--- config.mk ---
export PLATFORM = sky130hd
export DESIGN_NAME = serial_subtractor
export DESIGN_NICKNAME = d
export VERILOG_FILES = /design/src/rtl/serial_subtractor.sv
export SDC_FILE = /design/constraint.sdc
export NUM_CORES = 1
export LEC_CHECK = 0
export BUFFER_PORTS_ARGS = -buffer_cell sky130_fd_sc_hd__buf_2
export CAP_MARGIN = 10
export CORE_MARGIN = 10
export CORE_UTILIZATION = 42
export CTS_BUF_LIST = sky130_fd_sc_hd__clkbuf_4 sky130_fd_sc_hd__clkbuf_8 sky130_fd_sc_hd__clkbuf_16
export DETAILED_ROUTE_END_ITERATION = 10
export GPL_ROUTABILITY_DRIVEN = 0
export PLACE_DENSITY = 0.66
export SLEW_MARGIN = 0
export SYNTH_ARGS = -nofsm -noshare
export SYNTH_HDL_FRONTEND = slang
export SYNTH_SLANG_ARGS = --single-unit
--- constraint.sdc ---
create_clock -name clk -period 1.4 [get_ports clk]
set_input_delay 0.28 -clock clk [delete_from_list [all_inputs] [get_ports clk]]
set_output_delay 0.28 -clock clk [all_outputs]
set_load 0.1 [all_outputs]
--- src/rtl/serial_subtractor.sv ---
// rtl/serial_subtractor.sv - bit-serial A - B, LSB first, one full-subtractor cell plus borrow register
// Result, final borrow and signed overflow are held from DONE until the next accepted start.
module serial_subtractor #(
   parameter int WIDTH = 8
) (
   input  logic             clk,
   input  logic             rst,
   input  logic             start,
   input  logic [WIDTH-1:0] a,
   input  logic [WIDTH-1:0] b,
   output logic             busy,
   output logic             done,
   output logic [WIDTH-1:0] diff,
   output logic             borrow_out,
   output logic             overflow
);

   localparam int CW = $clog2(WIDTH + 1);

   typedef enum logic [1:0] {
      S_IDLE  = 2'd0,
      S_SHIFT = 2'd1,
      S_DONE  = 2'd2
   } state_t;

   state_t           r_state;
   state_t           w_next;
   logic [WIDTH-1:0] r_a_sr;
   logic [WIDTH-1:0] r_b_sr;
   logic [WIDTH-1:0] r_diff;
   logic             r_a_msb;
   logic             r_b_msb;
   logic             r_borrow;
   logic             r_borrow_out;
   logic             r_overflow;
   logic [CW-1:0]    r_cnt;

   logic w_x;
   logic w_y;
   logic w_d;
   logic w_borrow_next;
   logic w_last;

   assign w_x           = r_a_sr[0];
   assign w_y           = r_b_sr[0];
   assign w_d           = w_x ^ w_y ^ r_borrow;
   assign w_borrow_next = (~w_x & w_y) | (~(w_x ^ w_y) & r_borrow);
   assign w_last        = (r_cnt == CW'(WIDTH - 1));

   always_ff @(posedge clk) begin
      if (rst) r_state <= S_IDLE;
      else     r_state <= w_next;
   end

   always_comb begin
      w_next = r_state;
      case (r_state)
         S_IDLE:  if (start) w_next = S_SHIFT;
         S_SHIFT: if (w_last) w_next = S_DONE;
         S_DONE:  w_next = S_IDLE;
         default: w_next = S_IDLE;
      endcase
   end

   always_comb begin
      busy = (r_state == S_SHIFT);
      done = (r_state == S_DONE);
   end

   always_ff @(posedge clk) begin
      if (rst) begin
         r_a_sr       <= '0;
         r_b_sr       <= '0;
         r_diff       <= '0;
         r_a_msb      <= 1'b0;
         r_b_msb      <= 1'b0;
         r_borrow     <= 1'b0;
         r_borrow_out <= 1'b0;
         r_overflow   <= 1'b0;
         r_cnt        <= '0;
      end else begin
         case (r_state)
            S_IDLE: begin
               if (start) begin
                  r_a_sr       <= a;
                  r_b_sr       <= b;
                  r_a_msb      <= a[WIDTH-1];
                  r_b_msb      <= b[WIDTH-1];
                  r_diff       <= '0;
                  r_borrow     <= 1'b0;
                  r_borrow_out <= 1'b0;
                  r_overflow   <= 1'b0;
                  r_cnt        <= '0;
               end
            end
            S_SHIFT: begin
               r_diff   <= {w_d, r_diff[WIDTH-1:1]};
               r_a_sr   <= {1'b0, r_a_sr[WIDTH-1:1]};
               r_b_sr   <= {1'b0, r_b_sr[WIDTH-1:1]};
               r_borrow <= w_borrow_next;
               r_cnt    <= r_cnt + CW'(1);
               // The bit shifted in on the last step becomes the result MSB.
               if (w_last) begin
                  r_borrow_out <= w_borrow_next;
                  r_overflow   <= (r_a_msb != r_b_msb) & (w_d != r_a_msb);
               end
            end
            default: ;
         endcase
      end
   end

   assign diff       = r_diff;
   assign borrow_out = r_borrow_out;
   assign overflow   = r_overflow;

endmodule

### Word-level counts from Yosys, hierarchy flattened

Cells that the tools add are included.

| storage, ports and cells | value |
|---|---|
| flip-flop bits (word level) | 35 |
| output and inout bits | 12 |
| word-level logic and storage cells | 49 |

| cells by class | value |
|---|---|
| $add $sub $neg | 1 |
| eq/ne operators | 7 |
| muxes and demuxes | 17 |
| bitwise operators | 8 |
| reductions and logical operators | 6 |

Operators with widths:

| operator | number |
|---|---|
| 8-bit one-hot mux with 2 select lines | 3 |
| 8-bit 2-to-1 mux | 3 |
| 4-bit one-hot mux with 2 select lines | 1 |
| 1-bit one-hot mux with 2 select lines | 3 |
| 2-bit AND reduction | 3 |
| 4-bit by 1-bit adder with 4-bit output (second input constant) | 1 |
| 4-bit by 3-bit == test with 1-bit output (second input constant) | 1 |
| 2-bit 2-to-1 mux | 2 |
| 4-bit 2-to-1 mux | 1 |
| 2-bit one-hot mux with 2 select lines | 1 |
| 1-bit bitwise AND | 3 |
| 1-bit 2-to-1 mux | 3 |
| 3-bit AND reduction | 1 |
| 2-bit by 1-bit == test with 1-bit output (second input constant) | 1 |
| 2-bit == test (second input constant) | 1 |
| 2-bit logical NOT | 1 |
| 1-bit inequality test | 2 |
| 2-bit by 1-bit inequality test with 1-bit output (second input constant) | 1 |
| 2-bit inequality test (second input constant) | 1 |
| 1-bit NOT | 2 |
| 2-bit nonzero test | 1 |
| 1-bit bitwise XOR | 2 |
| 1-bit bitwise OR | 1 |

### Depth between registers and ports, before layout

| depth | value |
|---|---|
| depth in word-level cells | 6 |
| depth in mapped cells | 7 |
| depth with buffers taken out | 5 |

### Worst setup path after synthesis

No wires, ideal clock.

| path | value |
|---|---|
| path kind | register to output |
| start | register r_state[0] |
| end | output port done |
| data arrival time | 1109 ps |
| data required time | 1120 ps |
| setup slack | 11 ps |
| stages on the path, launching flop included | 2 |
| buffers on the path | 0 |
| cells stage by stage | dfxtp_1 -> and2b_1 |

| on the way | value |
|---|---|
| cells in the longest elaborated chain, start to end | 1 |

RTL lines:

| what | line | RTL |
|---|---|---|
| start: declaration | 26 | `state_t r_state;` |
| start signal: assignment | 52 | `else r_state <= w_next;` |
| 2-bit == test | 67 | `done = (r_state == S_DONE);` |
| end: declaration | 12 | `output logic done,` |

Every way passes these cells.

### Final worst setup path

Ends and elaborated chain as after synthesis.

==> impl_metrics.toml <==
[yosys]
netlist_top_cells_area = "dfxtp_1, a21oi_1, nand2_1"
netlist_instances = 163
synth_fp_nets = 184
ys_ff_latch = 35
seq_area_frac_synth = 0.479
synth.largest_area_cell = "dfxtp_1"
syn_area_um2 = 1460
yosysUniqueCellTypes = 33
synth_top_area_frac = 0.479
yosys_warnings = 0
syn_area_per_cell_um2 = 8.97

[clock_network]
clock-sinks = 35
cts_buffers = 5
clk_pin_slew_worst_paths_ps = 100
tritoncts = "done"
htreeDepth = 2
clk-insertion-delay-late_ps = 340
clk_root_buffer_cell = "clkbuf_4"
clk_path_buf_depth = 2

[drt]
post_drt_wl_per_cell_um = 13.7
antenna_left = 0
post-route-drc-count = 0
totalWireLength_um = 3340
drt_iter0_markers = 99
drtPass1Iterations = 4
drt-vias-per-instance = 5.23
vias = 1276

[die]
num_rows = 21
start_util = 0.438
die_area_um2 = 6240
die_w_um = 79.0
die_y_um = 79.0
coreArea_um2 = 3340
pin_count = 31

[layout]
areaGrowthSynthToFinish_pct = 27.5
finalNetCount = 218
drive_gt1_frac = 0.313
final_cell_mix = "dfxtp_1, a21oi_1, nand2_1, buf_2, a22oi_1"
final_common_cell = "dfxtp_1"
post_layout_nonfiller_instances = 244
diodes = 0
fillCellCount = 322
regArea_um2 = 707
fin_util = 0.558
multiInputGateArea_um2 = 669

[sta]
slew_viol_final = 0
fin_crit_ps = 1400
setup_ws_ps = -4.61
tns_ps = -4.61
finClkSkew_ps = 8.04
max_freq_mhz = 712
setup_violations = 1
whs_ps = 197
final-hold-violation-count = 0
relSlewSlack = 0.796
rsz0062_at_grt = "true"
worst_pin_slew_ps = 308
period_share = 1.00

[place]
place_hpwl_um = 2330
dp_cells = 233
io_buffer_count = 30

[grt]
overflow = 0
antenna_found_initial = 0
grt_max_degree = 36
grt_pass1_wl_um = 5660
grt_pass1_vias = 1269
track_usage = 0.112

[flow_run]
drv_cap = 0

[pwr]
ir_drop_mv = 0.600
p_per_area_nw_per_um2 = 1070
p_leak_nw = 0.724

[worst_setup_path]
endpoint_kind = "output pin"
crit_type = "flip-flop to output pin"
crit_path_start_kind = "flip-flop"
reg2reg_to = "overflow$_SDFFE_PP0P_"
cp.arrival_ps = 1120
r2r_slack_ps = 20
worst_ep_required_time_ps = 1120
cp_max_fo = 4
r2r_start = "r_borrow$_SDFFE_PP0P_"
reg2regPathDepth = 4

[worst_hold_path]
hp-start = "a[7]"
min_path_cells = 3
hp-class = "primary input to flip-flop"
holdPathEnd = "r_a_sr[7]$_SDFFE_PP0P_"

[status]
outcome = "complete, but fails checks"
violations = "setup timing"
==> cells in the mapped netlist (all sizes together) <==
master and instances:
a211oi 1, a21oi 32, a22oi 13, and2b 1, and3b 2, buf 10
clkbuf 3, dfxtp 35, fa 1, ha 1, inv 2, mux2i 1
nand2 29, nand2b 2, nand3 12, nand3b 1, nor2 4, nor3 2
nor3b 2, nor4 1, o211ai 4, o21a 1, o21bai 1, or3 1
or3b 1
==> layer usage <==
layer  GRT usage  vias up  share of wire
met4      0.0645        0          0.019
met2       0.184       26           0.52
met3      0.0315        7          0.037
met1       0.126      601           0.43
met5           0        -              0
li1            -      642              -
==> registers in the layout, indices dropped and copies added, names as in the netlist <==
register / count
r_a_msb: 1
overflow: 1
r_b_sr: 8
r_state: 2
r_cnt: 4
r_borrow: 1
r_a_sr: 8
diff: 8
r_b_msb: 1
borrow_out: 1
==> critical path, stage by stage (launching register included) <==
cell	delay, ps
dfxtp_4	390
and2b_2	240
buf_12	170
==> kinds of logic (layout without fill, tap and decap cells) <==
family | count (synthesis) | count (layout) | share of synthesized area
buffers and inverters | 15 | 50 | 0.0753
AND/OR/NAND/NOR | 58 | 58 | 0.192
multiplexers | 1 | 1 | 0.00685
AO/OA/AOI/OAI | 52 | 52 | 0.224
adder cells (fa/ha/maj) | 2 | 2 | 0.0223
flip-flops | 35 | 35 | 0.479
==> power by group <==
| part | switching, mW | internal, mW | total, mW |
|---|---|---|---|
| sequential | 0.0291 | 1.04 | 1.07 |
| combinational | 0.173 | 0.130 | 0.303 |
| clock | 0.317 | 0.315 | 0.631 |
==> per-stage QoR <==
stage	total power [mW]	area, µm²	setup WS (ps)
after floorplan	1.28	1460	11.0
after detailed placement	1.37	1720	-32.3
final	2.00	1860	-4.61
after global placement	1.36	1720	12.0
after global routing	2.10	1860	-128
after CTS	2.01	1840	-14.1
==> what timing repair did <==
| action | CTS | global route |
|---|---|---|
| pin swaps | 1 | 4 |
| hold buffers | 0 | 0 |
| buffers inserted | 3 | 0 |
| gates cloned | 0 | 0 |
| resized for setup | 12 | 8 |
| endpoints found under the setup margin | 10 | 7 |
==> area by class of cell <==
class                           count  area share
Clock buffer                        8      0.0390
Inverter                            2     0.00537
Multi-Input combinational cell    113       0.359
Sequential cell                    35       0.379
Tap cell                           46      0.0309
Timing Repair Buffer               40       0.186
==> how the worst max path moves through the flow <==
stage	start	to	slack, ps
floorplan	r_state[0]$_SDFFE_PP0P_	done	10
global placement	r_a_sr[0]$_SDFFE_PP0P_	overflow$_SDFFE_PP0P_	10
detailed placement	r_a_sr[0]$_SDFFE_PP0P_	overflow$_SDFFE_PP0P_	-30
CTS	r_state[0]$_SDFFE_PP0P_	done	-10
global route	r_a_sr[0]$_SDFFE_PP0P_	overflow$_SDFFE_PP0P_	-130
finish	r_state[0]$_SDFFE_PP0P_	done	-5
No activity file was read; power rests on OpenSTA's default activity.
